`config.mk`:
```
export PLATFORM = sky130hd
export DESIGN_NAME = feed_cycle_ctrl
export DESIGN_NICKNAME = d
export VERILOG_FILES = /design/src/rtl/feed_cycle_ctrl.sv
export SDC_FILE = /design/constraint.sdc
export NUM_CORES = 1
export LEC_CHECK = 0
export CAP_MARGIN = 20
export CELL_PAD_IN_SITES_DETAIL_PLACEMENT = 1
export CELL_PAD_IN_SITES_GLOBAL_PLACEMENT = 2
export CORE_MARGIN = 2
export CORE_UTILIZATION = 39
export DETAILED_ROUTE_END_ITERATION = 7
export DONT_BUFFER_PORTS = 1
export GPL_ROUTABILITY_DRIVEN = 0
export PLACE_DENSITY = 0.89
export SETUP_SLACK_MARGIN = 0.15
export SLEW_MARGIN = 20
export SYNTH_ARGS = -nofsm -noshare
export SYNTH_HDL_FRONTEND = slang
export SYNTH_SLANG_ARGS = --single-unit
```
`constraint.sdc`:
```
create_clock -name clk -period 4.13 [get_ports clk]
set_input_delay 0.826 -clock clk [delete_from_list [all_inputs] [get_ports clk]]
set_output_delay 0.826 -clock clk [all_outputs]
set_load 0.01 [all_outputs]
```
`src/rtl/feed_cycle_ctrl.sv`:
```
`default_nettype none
// ============================================================================
// Module      : feed_cycle_ctrl
// Description : Card-feed cycle controller. Drives the clutch latch magnet
//               so that the clutched shaft makes one revolution per feed
//               request. It emits one row strobe per row-emitter contact,
//               checks the row count at the end of each revolution, and
//               chains back-to-back revolutions while feeding is still
//               requested.
// Revision    : 1.0 - initial release
// ----------------------------------------------------------------------------
// Configuration macro:
//   NONSYNC_EN  defined   : clutch may engage at continuous angles 75, 195, 315
//               undefined : clutch engages at continuous angle 315 only
// ----------------------------------------------------------------------------
// Parameters:
//   ARM_WINDOW  missed engagement points tolerated in ARM before fault
//   ROWS        row-emitter pulses expected per clutched revolution
// Ports:
//   clk            in   1   system clock, one shaft degree per cycle
//   reset          in   1   synchronous active-high reset
//   i_cont_angle   in   9   continuous shaft angle 0..359
//   i_clch_angle   in   9   clutched shaft angle 0..359, rest at 315
//   i_sccb         in   1   row-emitter contact
//   i_feed_req     in   1   level request for a feed cycle
//   i_hopper_empty in   1   blocks new cycles
//   i_stop_req     in   1   stop feeding after the current cycle
//   o_clch_latch   out  1   clutch latch magnet drive
//   o_busy         out  1   high in ARM or RUN
//   o_row_strobe   out  1   one-clk pulse per row contact during RUN
//   o_row_num      out  4   current row index 0..11
//   o_cycle_done   out  1   one-clk pulse at end of revolution
//   o_cycle_count  out 16   completed feed cycles, wrapping
//   o_fault        out  1   sticky engagement / row-count fault
// ============================================================================
module feed_cycle_ctrl #(
  parameter int ARM_WINDOW = 2,
  parameter int ROWS       = 12
) (
  input  logic        clk,
  input  logic        reset,
  input  logic [8:0]  i_cont_angle,
  input  logic [8:0]  i_clch_angle,
  input  logic        i_sccb,
  input  logic        i_feed_req,
  input  logic        i_hopper_empty,
  input  logic        i_stop_req,
  output logic        o_clch_latch,
  output logic        o_busy,
  output logic        o_row_strobe,
  output logic [3:0]  o_row_num,
  output logic        o_cycle_done,
  output logic [15:0] o_cycle_count,
  output logic        o_fault
);

  localparam int MW  = $clog2(ARM_WINDOW + 2);
  localparam int RCW = $clog2(ROWS + 2);
  localparam logic [MW-1:0]  MISS_LIM = MW'(ARM_WINDOW);
  localparam logic [RCW-1:0] ROWS_C   = RCW'(ROWS);

  typedef enum logic [1:0] {
    S_IDLE = 2'd0,
    S_ARM  = 2'd1,
    S_RUN  = 2'd2,
    S_HALT = 2'd3
  } state_t;

  state_t           r_state, w_state_nxt;
  logic             r_latch, w_latch_nxt;
  logic             r_fault, w_fault_nxt;
  logic [MW-1:0]    r_miss, w_miss_nxt;
  logic             r_stop_seen, w_stop_seen_nxt;
  logic             w_enter_run;

  logic             r_sccb_d;
  logic             r_row_strobe;
  logic [3:0]       r_row_num;
  logic [RCW-1:0]   r_rows;
  logic             r_cycle_done;
  logic [15:0]      r_cycle_count;

  logic w_at_rest;
  logic w_miss_pt;
  logic w_start;
  logic w_chain;
  logic w_sccb_rise;
  logic w_complete;
  logic w_row_err;

  assign w_at_rest = (i_clch_angle == 9'd315);

  // A miss is judged one degree after an engagement point: if the clutch had
  // caught, the clutched shaft would already have stepped off 315 by then.
`ifdef NONSYNC_EN
  assign w_miss_pt = (i_cont_angle == 9'd316) || (i_cont_angle == 9'd76) ||
                     (i_cont_angle == 9'd196);
`else
  assign w_miss_pt = (i_cont_angle == 9'd316);
`endif

  assign w_start     = i_feed_req && !i_hopper_empty && !i_stop_req && w_at_rest;
  // A stop request seen anywhere in the revolution blocks chaining at 314.
  assign w_chain     = i_feed_req && !i_hopper_empty && !i_stop_req && !r_stop_seen;
  assign w_sccb_rise = i_sccb && !r_sccb_d;
  assign w_complete  = (r_state == S_RUN) && w_at_rest;
  assign w_row_err   = (r_rows != ROWS_C);

  // State register and control flags
  always_ff @(posedge clk) begin
    if (reset) begin
      r_state     <= S_IDLE;
      r_latch     <= 1'b0;
      r_fault     <= 1'b0;
      r_miss      <= '0;
      r_stop_seen <= 1'b0;
    end else begin
      r_state     <= w_state_nxt;
      r_latch     <= w_latch_nxt;
      r_fault     <= w_fault_nxt;
      r_miss      <= w_miss_nxt;
      r_stop_seen <= w_stop_seen_nxt;
    end
  end

  // Next-state and control decode
  always_comb begin
    w_state_nxt     = r_state;
    w_latch_nxt     = r_latch;
    w_fault_nxt     = r_fault;
    w_miss_nxt      = r_miss;
    w_stop_seen_nxt = r_stop_seen;
    w_enter_run     = 1'b0;
    case (r_state)
      S_IDLE: begin
        w_latch_nxt = 1'b0;
        if (w_start) begin
          w_state_nxt = S_ARM;
          w_latch_nxt = 1'b1;
          w_miss_nxt  = '0;
        end
      end
      S_ARM: begin
        // Once the shaft has left rest the clutch is committed, so departure
        // outranks a late stop or hopper-empty.
        if (!w_at_rest) begin
          w_state_nxt     = S_RUN;
          w_enter_run     = 1'b1;
          w_stop_seen_nxt = 1'b0;
        end else if (i_stop_req || i_hopper_empty) begin
          w_state_nxt = S_IDLE;
          w_latch_nxt = 1'b0;
        end else if (w_miss_pt) begin
          if (r_miss == MISS_LIM) begin
            w_state_nxt = S_HALT;
            w_fault_nxt = 1'b1;
            w_latch_nxt = 1'b0;
          end else begin
            w_miss_nxt = r_miss + 1'b1;
          end
        end
      end
      S_RUN: begin
        if (i_stop_req) begin
          w_stop_seen_nxt = 1'b1;
        end
        if (w_at_rest) begin
          if (w_row_err) begin
            w_state_nxt = S_HALT;
            w_fault_nxt = 1'b1;
            w_latch_nxt = 1'b0;
          end else if (r_latch) begin
            // Chained: ARM moves on to RUN as soon as the shaft leaves rest.
            w_state_nxt = S_ARM;
            w_miss_nxt  = '0;
          end else begin
            w_state_nxt = S_IDLE;
          end
        end else if (i_clch_angle == 9'd314) begin
          w_latch_nxt = w_chain;
        end else begin
          w_latch_nxt = 1'b1;
        end
      end
      S_HALT: begin
        w_latch_nxt = 1'b0;
      end
      default: begin
        w_state_nxt = S_IDLE;
        w_latch_nxt = 1'b0;
      end
    endcase
  end

  // Row strobes, row counting and cycle bookkeeping
  always_ff @(posedge clk) begin
    if (reset) begin
      r_sccb_d      <= 1'b0;
      r_row_strobe  <= 1'b0;
      r_row_num     <= 4'd0;
      r_rows        <= '0;
      r_cycle_done  <= 1'b0;
      r_cycle_count <= 16'd0;
    end else begin
      r_sccb_d     <= i_sccb;
      r_row_strobe <= (r_state == S_RUN) && w_sccb_rise;
      if (w_enter_run) begin
        r_row_num <= 4'd0;
        r_rows    <= '0;
      end else begin
        if (r_row_strobe && (r_row_num != 4'd11)) begin
          r_row_num <= r_row_num + 4'd1;
        end
        if ((r_state == S_RUN) && w_sccb_rise && (r_rows != '1)) begin
          r_rows <= r_rows + 1'b1;
        end
      end
      r_cycle_done <= w_complete;
      if (w_complete) begin
        r_cycle_count <= r_cycle_count + 16'd1;
      end
    end
  end

  assign o_clch_latch  = r_latch;
  assign o_busy        = (r_state == S_ARM) || (r_state == S_RUN);
  assign o_row_strobe  = r_row_strobe;
  assign o_row_num     = r_row_num;
  assign o_cycle_done  = r_cycle_done;
  assign o_cycle_count = r_cycle_count;
  assign o_fault       = r_fault;

endmodule
`default_nettype wire
```
# == After elaboration in Yosys (flattened, before gate mapping) ==
# Cells that the tools add are included.
# classes
n_mul,0
div_mod_pow,0
n_lt_le_gt_ge,0
n_eq_ne,27
bitwise,0
n_reduce_logical,24
shifts,0
n_addsub,4
mux,39
# ops
cell,n
$mux W2,15
$eq A9 B9 Y1 const B,3
$ne A2 B2 Y1 const B,12
$ne A4 B4 Y1 const B,5
$mux W1,19
$add A16 B1 Y16 const B,1
$pmux W2 S3,2
$logic_and A1 B1 Y1,9
$ne A3 B3 Y1 const B,3
$reduce_and A9 Y1,1
$add A4 B1 Y4 const B,2
$reduce_and A7 Y1,1
$eq A2 B2 Y1 const B,3
$reduce_and A5 Y1,1
$logic_not A1 Y1,4
$pmux W1 S2,2
$pmux W1 S4,1
$reduce_and A4 Y1,1
$reduce_and A3 Y1,1
$reduce_bool A3 Y1,1
$add A2 B1 Y2 const B,1
$eq A2 B1 Y1 const B,1
$logic_not A2 Y1,1
$logic_or A1 B1 Y1,2
other kinds (2),2
# totals
output_inout_bits,25
n_memories,0
register_bits,34
romBits,0
latch_bits,0
ram_bits,0
elab_cells,105
input_bits,24

# == Longest topological paths before layout ==
# Gate-level depths: netlist (run 1).
# depth
depth_word,7
ltp_mapped,7
depth_no_buf,7

# == Worst setup path after synthesis (run 1) ==
# OpenSTA, ideal clock, no wires.
# synth_path
kind,input-to-reg
start,input port i_clch_angle[6]
end,register r_state[1]
required_time_ps,4008
n_path_buf,0
setup_slack_ps,2043
path_stages,5
arrival_ps,1964
setup_ps,122
cell_sequence,and4bb_4 -> nand4_2 -> a21oi_2 -> or3b_4 -> mux2i_1
# synth_via
elab_chain_cells,4
elab_cells_between_ends,9
classes_between,eq/ne: 5; mux: 2; reduce/logical: 2
# synth_rtl
element,line_no,rtl
from (decl),43,"input logic [8:0] i_clch_angle,"
$eq A9 B9 Y1 *,91,assign w_at_rest = (i_clch_angle == 9'd315);
$logic_and A1 B1 Y1,102,assign w_start = i_feed_req && !i_hopper_empty && !i_stop_req && w_at_rest;
$ne A2 B2 Y1 (no source line),-,
$reduce_and A5 Y1 (no source line),-,
to (signal assigned),118,r_state <= w_state_nxt;
to (decl),69,"state_t r_state, w_state_nxt;"
# Every way passes the cells marked *; elsewhere a longest branch is shown, timed or not.
# A chain may end at the register's enable or synchronous reset.

# == Worst setup path in the final report (run 1) ==
# layout_path
start,register r_state[0]
end,output port o_busy
# layout_via
elab_chain_cells,2
elab_cells_between_ends,3
classes_between,eq/ne: 2; reduce/logical: 1
# layout_rtl
element,line_no,rtl
$eq A2 B1 Y1 or $eq A2 B2 Y1 (tied branches),226,assign o_busy = (r_state == S_ARM) || (r_state == S_RUN);
$logic_or A1 B1 Y1 *,226,
to (decl),49,"output logic o_busy,"
# Marked as above.

==> results of run 1 <==
-- report_power, final --
part	internal, mW	switching (mW)	leakage [nW]	total [mW]
logic	0.00564	0.00906	0.352	0.0147
clock network	0.128	0.116	0.0431	0.244
registers	0.329	0.000949	0.274	0.330
total	0.463	0.126	0.669	0.589
-- routing by layer --
metal  global-route usage, %  wire length [um]  vias to the layer above
met1                    20.2              1780                      683
met4                    6.29                68                        0
met3                    6.33               281                        6
li1                        -                 -                      714
met2                    31.4              2140                       33
met5                       0                 0                        -
-- worst paths after layout --
kind              slack [ns]            to  cells past startpoint        from
setup reg to reg        2.23     r_miss[0]                      7  r_state[0]
hold / removal          0.42  o_row_strobe                      1    r_sccb_d
setup / recovery        2.10        o_busy                      2  r_state[0]
hold reg to reg         0.42  o_row_strobe                      1    r_sccb_d
-- flip-flops by register name, indices dropped and copies added (netlist names) --
signal / count
r_miss: 2
r_sccb_d: 1
o_clch_latch: 1
o_fault: 1
o_cycle_count: 16
r_state: 2
o_cycle_done: 1
o_row_strobe: 1
o_row_num: 4
r_rows: 4
r_stop_seen: 1
-- final cells by class --
| class | instances | area share (%) |
|---|---|---|
| multi-input combinational | 152 | 53.9 |
| sequential | 34 | 35.9 |
| clock buffer | 6 | 4.36 |
| tap | 52 | 3.43 |
| inverter | 12 | 2.38 |
-- per-stage QoR --
stage	std cells	utilization, %
2_1_floorplan	204	-
3_3_place_gp	250	41.3
3_5_place_dp	250	41.3
4_1_cts	256	43.2
5_1_grt	256	43.2
6_report	256	43.2
-- kinds of logic (layout without fill, tap and decap cells) --
logic type	Yosys count	count (layout)	share of synthesized area, %
fa+ha+maj	9	9	6.31
xor+xnor	19	19	9.33
flops	34	34	38.1
buf+inv	18	18	4.63
mux	6	6	3.37
simple gates	95	95	30.1
compound gates	23	23	8.13
-- worst register-to-register path, stage by stage, from the launching register on --
cell and delay (ns):
dfxtp_1 0.39, inv_1 0.08, ha_1 0.33, inv_1 0.21, a31oi_1 0.10, o22ai_1 0.21
and4_2 0.29, mux2i_1 0.22
-- layout by cell type, fill, tap and decap left out, types with 2 or more instances in the layout --
cell type  Yosys  routed
nor3_1         8       8
dfxtp_1       34      34
ha_1           9       9
xnor2_1       13      13
clkbuf_8       0       6
o211ai_1       2       2
nor3b_1        2       2
nand3b_1       2       2
inv_1         11      11
and4_1         3       3
nand3_1        9       9
nand2_1       19      19
mux2i_1        6       6
and4_2         2       2
a31oi_1        5       5
nand4_1        7       7
nor2_1        27      27
nor4_1         5       5
a21oi_1        5       5
o21ai_0        5       5
a311oi_1       2       2
xor2_1         6       6
==> results.md, run 1 <==
- Die Area: 5130 um^2
- Unrepaired setup endpoints after global routing: false
- Critical path arrival: 1.20 ns
- Post-Syn Area: 1780 um^2
- Fillers: 528
- Initial core utilization: 40.7%
- Core region area: 4380 um^2
- F_max: 493 MHz
- WP buf/inv: 1
- Initial antenna violation count: 0
- Global-route wire length before repair: 7210 um
- Yosys reg bits: 34
- Drt initial violations: 52
- # IOs: 49
- Kind of critical path: flop to primary output
- Total GRT Usage: 18.0%
- Antenna Diode Count: 0
- Global route overflow: 0
- Max-Cap Viols: 0
- Placed instance area: 1810 um^2
- Via Count: 1436
- Yosys warnings: 0
- Critical Path RT: 3.30 ns
- Critical Path Source Type: flop
- Synth top area share: 38.1%
- Sequential element share of the synthesized area: 38.1%
- Postcts setup bufs: 0
- Post-DP HPWL: 3230 um
- FF/Latch Area: 681 um^2
- Routed WL: 4270 um
- Min Hold Slack: 0.423 ns
- Resize count post-CTS: 0
- P_leak: 0.669 nW
- Drt via density: 5.61
- Most common cell in the netlist: dfxtp_1
- Number of remaining DRC errors: 0
- Setup Skew: 0.00170 ns
- Hold_buf cts: 0
- Rows: 24
- Hold crit path type: flop to flop
- EDFF count, synth: 0
- Top cells by count, synth: dfxtp_1 (34), nor2_1 (27), nand2_1 (19)
- Num CTS Buffers: 5
- Vias in the first global route: 1499
- Pre-CTS setup slack: 1.82 ns
- Routed wire length per instance: 16.7 um
- PnR worst setup slack: 2.10 ns
- Post-Layout Inst Area: 1890 um^2
- Pre-antenna DRT Iters: 4
- Slew @ Worst Pin: 0.435 ns
- Die height: 71.6 um
- Worst-Skew Late Latency: 0.29 ns
- Worst setup EP type: primary output
- Clock Path Buffers: 2
- Slew Limit Headroom: 70.9%
- Final worst path period need: 2.03 ns
- Synthesized Nets: 237
- Mapped Cells: 204
- Clock Sinks: 34
- Ys async rst share: 0%
- Power density over the cells: 311 nW/um^2
- H-tree levels: 2
- Final #Nets: 238
- Worst path max stage delay: 0.44 ns
- CTS tree: built
- Top cell type by total area after synthesis: dfxtp_1
- Final worst-path cycle share: 49.1%
- Main synth FF type: dfxtp_1
- Synth cell types: 39
- Avg Synthesized Cell Area: 8.75 um^2
- Critical-path top delay cell: ha_1
- Die W: 71.6 um
- Final total power: 589 uW
- Largest net degree at the start of global routing: 23
- Area Overhead vs Synth: 6.17%
- Clock tree root driver cell: clkbuf_8
- Detail Route Antenna Nets: 0
- Peak fanout along the critical path: 5
- Fin. max-slew vios: 0
- Port bufs: 0
- Final hold viol count: 0
- Crit-path leading delay family: adder cells
- Status: complete, no violations
- Worst vdd ir: 128 uV
- Area occupied by multi-input gates: 1020 um^2
- Synth area leaders: dfxtp_1 (38%), xnor2_1 (6.4%), ha_1 (6.3%), nor2_1 (5.7%), nand2_1 (4.0%)
- Critical-path cell list: inv_1 -> ha_1
- Endpoints failing setup: 0
- Clk slew on worst S/H paths: 0.06 ns
- Layout cells sized above 1: 7.84%
- Setup TNS: 0 ns
Power figures use the tool's default switching activity.
==> run 2: changes to the inputs <==
--- a/config.mk
+++ b/config.mk
@@ -9,11 +9,11 @@
 export CELL_PAD_IN_SITES_DETAIL_PLACEMENT = 1
 export CELL_PAD_IN_SITES_GLOBAL_PLACEMENT = 2
 export CORE_MARGIN = 2
-export CORE_UTILIZATION = 39
+export CORE_UTILIZATION = 32
 export DETAILED_ROUTE_END_ITERATION = 7
 export DONT_BUFFER_PORTS = 1
 export GPL_ROUTABILITY_DRIVEN = 0
-export PLACE_DENSITY = 0.89
+export PLACE_DENSITY = 0.79
 export SETUP_SLACK_MARGIN = 0.15
 export SLEW_MARGIN = 20
 export SYNTH_ARGS = -nofsm -noshare
==> constraint.sdc (replaced) <==
create_clock -name clk -period 1.75 [get_ports clk]
set_input_delay 0.35 -clock clk [delete_from_list [all_inputs] [get_ports clk]]
set_output_delay 0.35 -clock clk [all_outputs]
set_load 0.01 [all_outputs]
==> run 2 against run 1 <==
Compared with the run above:
- combinational power rose to 2.9 times the previous value
- global-route usage decreased by 3.1 points
- critical path depth is the same
- sequential share of layout area is 4.7 points lower
- first-iteration DRC count is 3.8% lower
- count of clock-buffer cells in the layout is 1 lower
- largest cell class unchanged
- utilization shrank 3.1 points
- highest routed layer unchanged
==> results.md, run 2 (synthesized netlist as in run 1, its figures left out) <==
- Status: complete, no violations (unchanged)
- Fin. max-slew vios: 0 (unchanged)
- Die Area: 6190 um^2 (was 5130 um^2)
- Met1 GRT Util: 17.2% (was 20.2%)
- Most frequent cells in the layout: dfxtp_1 (33), nor2_1 (27), buf_4 (25), nand2_1 (19), xnor2_1 (13) (was dfxtp_1 (34), nor2_1 (27), nand2_1 (19), xnor2_1 (13), inv_1 (11))
- Setup Skew: 0.00579 ns (was 0.00170 ns)
- Layout cells sized above 1: 22.1% (was 7.84%)
- Max-Cap Viols: 0 (unchanged)
- Final #Nets: 263 (was 238)
- Final worst path period need: 1.53 ns
- # IOs: 49 (unchanged)
- Global-route wire length before repair: 7220 um (was 7210 um)
- Setup TNS: 0 ns (unchanged)
- Fillers: 641 (was 528)
- Final hold viol count: 0 (unchanged)
- Post-route insts no fill: 303 (was 256)
- Slew @ Worst Pin: 0.337 ns (was 0.435 ns)
- H-tree levels: 2 (unchanged)
- Critical Path Source Type: flop (unchanged)
- Kind of critical path: flop to primary output (unchanged)
- Global route overflow: 0 (unchanged)
- Clock Path Buffers: 2 (unchanged)
- Max FFs per register: 16 (unchanged)
- Clock tree root driver cell: clkbuf_8 (unchanged)
- Final worst-path cycle share: 87.6%
- Reg2Reg Setup Slack: 0.24 ns (was 2.23 ns)
- Power density over the cells: 703 nW/um^2 (was 311 nW/um^2)
- Critical path arrival: 1.18 ns (was 1.20 ns)
- Largest net degree at the start of global routing: 23 (unchanged)
- FF/Latch Area: 682 um^2 (was 681 um^2)
- CTS tree: built (unchanged)
- Antenna Diode Count: 0 (unchanged)
- Rows: 27 (was 24)
- Port bufs: 0 (unchanged)
- P_leak: 0.811 nW (was 0.669 nW)
- Initial core utilization: 32.8% (was 40.7%)
- Post-DP HPWL: 3420 um (was 3230 um)
- Endpoints failing setup: 0 (unchanged)
- Clock Sinks: 34 (unchanged)
- Hold crit path type: primary input to flop (was flop to flop)
- Pre-antenna DRT Iters: 4 (unchanged)
- Slew Limit Headroom: 77.3% (was 70.9%)
- Worst-Skew Late Latency: 0.28 ns (was 0.29 ns)
- Critical Path RT: 1.40 ns (was 3.30 ns)
- Via Count: 1528 (was 1436)
- Die W: 78.7 um (was 71.6 um)
- Placed instance area: 2040 um^2 (was 1810 um^2)
- Clk slew on worst S/H paths: 0.07 ns (was 0.06 ns)
- Drt via density: 5.04 (was 5.61)
- Area occupied by multi-input gates: 1070 um^2 (was 1020 um^2)
- Final total power: 1.53 mW (was 589 uW)
- Busiest grt layer: met2 (unchanged)
- Detail Route Antenna Nets: 0 (unchanged)
- GRT met2 Usage: 25.1% (was 31.4%)
- Unrepaired setup endpoints after global routing: true (was false)
- Pre-CTS setup slack: -0.0396 ns (was 1.82 ns)
- Area Overhead vs Synth: 22.2% (was 6.17%)
- Commonest non-fill, non-tap cell in the layout: dfxtp_1 (unchanged)
- PnR worst setup slack: 0.217 ns (was 2.10 ns)
- Worst vdd ir: 236 uV (was 128 uV)
- Post-Layout Inst Area: 2180 um^2 (was 1890 um^2)
- Post-Place Cells: 295 (was 250)
- Drt initial violations: 50 (was 52)
- Routed wire length per instance: 14.7 um (was 16.7 um)
- Vias in the first global route: 1540 (was 1499)
- Met3 GRT Util: 4.83% (was 6.33%)
- Worst setup EP type: primary output (unchanged)
- Core region area: 5440 um^2 (was 4380 um^2)
- Peak fanout along the critical path: 5 (unchanged)
- Total GRT Usage: 14.8% (was 18.0%)
- Initial antenna violation count: 0 (unchanged)
- Number of remaining DRC errors: 0 (unchanged)
- F_max: 652 MHz
- Routed WL: 4450 um (was 4270 um)
- Num CTS Buffers: 5 (unchanged)
- Die height: 78.7 um (was 71.6 um)
run 2: cell types whose count changed in the layout (fill, tap and decap cells not counted), sizes merged:
cell,previous run,this run
buf,0,25
bufinv,0,1
clkbuf,6,5
clkinv,1,3
run 2: area by class of cell:
cell class                      count  area share, %
Inverter                           12           2.07
Timing Repair Buffer               25           8.61
Tap cell                           72           4.13
Multi-Input combinational cell    152           48.9
Sequential cell                    34           31.3
Clock inverter                      3           1.84
Clock buffer                        5           3.16
run 2: path summary, 6_finish.rpt:
check,startpoint,to,cells past startpoint
worst max register to register,r_state[0],r_state[1],6
worst min register to register,r_sccb_d,o_row_strobe,1
worst min-delay path,reset,o_cycle_count[1],1
worst max-delay path,r_state[1],o_busy,2
run 2: routing by layer:
layer,up-vias,wire length (um)
met3,4,250
met4,0,47
li1,766,-
met5,-,0
met1,723,1980
met2,35,2170
run 2: what timing repair did:
item	in CTS	in global routing
setup buffers	0	0
endpoints found under the setup margin	13	23
hold buffers	0	0
gates resized for setup	4	5
run 2: per-stage QoR:
stage          util, %  hold slack [ns]
2_1_floorplan        -            0.387
3_5_place_dp      37.5            0.407
5_1_grt           40.1            0.107
6_report          40.1            0.131
4_1_cts           39.8            0.119
3_3_place_gp      37.5            0.408
run 2: critical path: stages (launching register included):
cell	delay, ns
dfxtp_2	0.39
inv_1	0.07
ha_1	0.45
run 2: power by group:
part           internal (mW)  switching (mW)  total (mW)
Clock                  0.419           0.293       0.713
Sequential             0.776         0.00188       0.778
Combinational         0.0184          0.0242      0.0426
==> run 3: changes to the inputs <==
--- a/config.mk
+++ b/config.mk
@@ -13,6 +13,7 @@
 export DETAILED_ROUTE_END_ITERATION = 7
 export DONT_BUFFER_PORTS = 1
 export GPL_ROUTABILITY_DRIVEN = 0
+export GPL_TIMING_DRIVEN = 0
 export PLACE_DENSITY = 0.79
 export SETUP_SLACK_MARGIN = 0.15
 export SLEW_MARGIN = 20
==> run 3 against run 2 <==
Compared with the run above:
- via count down 3.1%
- utilization down 0.87 points
- worst setup slack worse by 0.047 ns
- fmax down 2.9%
- largest power group unchanged
==> results.md, run 3 (synthesized netlist as in run 1, its figures left out) <==
- Status: complete, no violations (unchanged)
- Final #Nets: 250 (was 263)
- Core region area: 5440 um^2 (unchanged)
- Layout cells sized above 1: 23.4% (was 22.1%)
- Hold_buf cts: 0 (unchanged)
- Max-Cap Viols: 0 (unchanged)
- Most frequent cells in the layout: nor2_1 (27), dfxtp_1 (24), nand2_1 (18), xnor2_1 (13) (was dfxtp_1 (33), nor2_1 (27), buf_4 (25), nand2_1 (19), xnor2_1 (13))
- Setup Skew: 0.0130 ns (was 0.00579 ns)
- Power density over the cells: 670 nW/um^2 (was 703 nW/um^2)
- Final hold viol count: 0 (unchanged)
- Critical path arrival: 1.73 ns (was 1.18 ns)
- Pre-antenna DRT Iters: 4 (unchanged)
- Crit-path leading delay family: simple AND/OR/NAND/NOR gates (was adder cells)
- CTS tree: built (unchanged)
- Die height: 78.7 um (unchanged)
- P_leak: 0.747 nW (was 0.811 nW)
- Slew Limit Headroom: 67.1% (was 77.3%)
- Clock tree root driver cell: clkbuf_8 (unchanged)
- Global-route wire length before repair: 7010 um (was 7220 um)
- Hold Path End: r_sccb_d (was o_cycle_count[1])
- Peak fanout along the critical path: 8 (was 5)
- Die Area: 6190 um^2 (unchanged)
- Max FFs per register: 16 (unchanged)
- Num CTS Buffers: 5 (unchanged)
- Reg2reg path depth: 7 (was 6)
- Kind of critical path: flop to flop (was flop to primary output)
- Endpoints failing setup: 0 (unchanged)
- Critical Path Source Type: flop (unchanged)
- Critical Path RT: 1.90 ns (was 1.40 ns)
- Antenna Diode Count: 0 (unchanged)
- Reg2Reg Setup Slack: 0.17 ns (was 0.24 ns)
- Reg2reg end: o_cycle_count[15] (was r_state[1])
- Worst path max stage delay: 0.34 ns (was 0.45 ns)
- Clock Path Buffers: 2 (unchanged)
- # IOs: 49 (unchanged)
- Hold crit path type: primary input to flop (unchanged)
- Total GRT Usage: 14.4% (was 14.8%)
- Drt initial violations: 30 (was 50)
- Clock Sinks: 34 (unchanged)
- Pre-CTS setup slack: -0.128 ns (was -0.0396 ns)
- Critical-path top delay cell: dfxtp_2 (was ha_1)
- Critical-path cell list: inv_2 -> ha_4 -> nand4_4 -> buf_4 -> nor4_2 -> xnor2_1 -> nor2_1 (was inv_1 -> ha_1)
- Worst vdd ir: 274 uV (was 236 uV)
- Routed WL: 4250 um (was 4450 um)
- Die W: 78.7 um (unchanged)
- Global route overflow: 0 (unchanged)
- Detail Route Antenna Nets: 0 (unchanged)
- Hold_sp: reset (unchanged)
- WP buf/inv: 2 (was 1)
- Vias in the first global route: 1457 (was 1540)
- Area Overhead vs Synth: 19.6% (was 22.2%)
- H-tree levels: 2 (unchanged)
- Via Count: 1480 (was 1528)
- Slew @ Worst Pin: 0.494 ns (was 0.337 ns)
- Final worst path period need: 1.58 ns (was 1.53 ns)
- Port bufs: 0 (unchanged)
- Unrepaired setup endpoints after global routing: true (unchanged)
- Worst setup EP type: flop (was primary output)
- Initial antenna violation count: 0 (unchanged)
- Worst hold stages: 1 (unchanged)
- PnR worst setup slack: 0.170 ns (was 0.217 ns)
- Drt via density: 5.10 (was 5.04)
- Commonest non-fill, non-tap cell in the layout: nor2_1 (was dfxtp_1)
- F_max: 633 MHz (was 652 MHz)
- Post-Layout Inst Area: 2130 um^2 (was 2180 um^2)
- Routed wire length per instance: 14.7 um (about the same)
- Final worst-path cycle share: 90.3% (was 87.6%)
- Largest net degree at the start of global routing: 11 (was 23)
- Fin. max-slew vios: 0 (unchanged)
- Rows: 27 (unchanged)
- Worst-Skew Late Latency: 0.28 ns (about the same)
- Placed instance area: 1890 um^2 (was 2040 um^2)
- Fillers: 651 (was 641)
- Post-DP HPWL: 3070 um (was 3420 um)
- Clk slew on worst S/H paths: 0.07 ns (about the same)
- Reg2reg start: r_state[0] (unchanged)
- Initial core utilization: 32.8% (unchanged)
- Number of remaining DRC errors: 0 (unchanged)
run 3: cell types whose count changed in the layout (fill, tap and decap cells not counted), sizes merged:
cell and change:
clkbuf +5, buf -16, clkinv -1, bufinv -1
run 3: metal layers:
layer | share of wire [%] | vias to the layer above | GRT usage [%]
li1 | - | 741 | -
met1 | 44 | 699 | 17.0
met2 | 49 | 31 | 23.5
met3 | 5.5 | 9 | 5.06
met4 | 1.9 | 0 | 5.96
met5 | 0 | - | 0
run 3: worst max path at each step:
stage | start | endpoint | slack [ns] | cells past startpoint
floorplan | i_clch_angle[7] | r_state[1] | 0.17 | 5
global placement | r_state[0] | r_miss[0] | -0.12 | 7
detailed placement | r_state[0] | r_miss[0] | -0.13 | 7
CTS | r_state[0] | o_cycle_count[14] | 0.12 | 7
global route | r_state[0] | o_cycle_count[14] | 0.06 | 7
finish | r_state[0] | o_cycle_count[15] | 0.17 | 7
run 3: area by class of cell:
type	count	area [um^2]	area share, %
multi-input cells	152	1120	52.4
flip-flops and latches	34	696	32.6
well taps	72	90.1	4.22
clock buffers	7	86.3	4.05
inverters	12	47.5	2.23
plain buffers	6	46.3	2.17
repair buffers	6	45.0	2.11
clock inverters	1	5.00	0.235
run 3: what timing repair did:
action                                 CTS  global route
endpoints found under the hold margin    0             0
pin swaps                                1             6
setup buffers                            1             5
resized for setup                       19            18
setup endpoints to repair               25            21
run 3: metrics by stage:
stage / hold WS (ns) / instances / setup TNS (ns) / utilization [%] / power [mW]
after floorplan: 0.387 / 204 / 0 / - / 0.831
after global placement: 0.410 / 276 / -0.339 / 34.7 / 0.842
after detailed placement: 0.400 / 276 / -0.426 / 34.7 / 0.843
after CTS: 0.134 / 285 / 0 / 37.8 / 1.45
after global routing: 0.136 / 290 / 0 / 39.2 / 1.50
final: 0.150 / 290 / 0 / 39.2 / 1.43
run 3: power by group:
| group | total (mW) | switching (mW) | internal [mW] |
|---|---|---|---|
| combinational | 0.0520 | 0.0328 | 0.0192 |
| sequential | 0.777 | 0.00240 | 0.774 |
| clock | 0.601 | 0.283 | 0.317 |
| total | 1.43 | 0.318 | 1.11 |
run 3: worst register-to-register path, cell delays in order, from the launching register on:
cell and delay (ns):
dfxtp_2 0.34, inv_2 0.07, ha_4 0.20, nand4_4 0.15
buf_4 0.17, nor4_2 0.30, xnor2_1 0.15, nor2_1 0.05
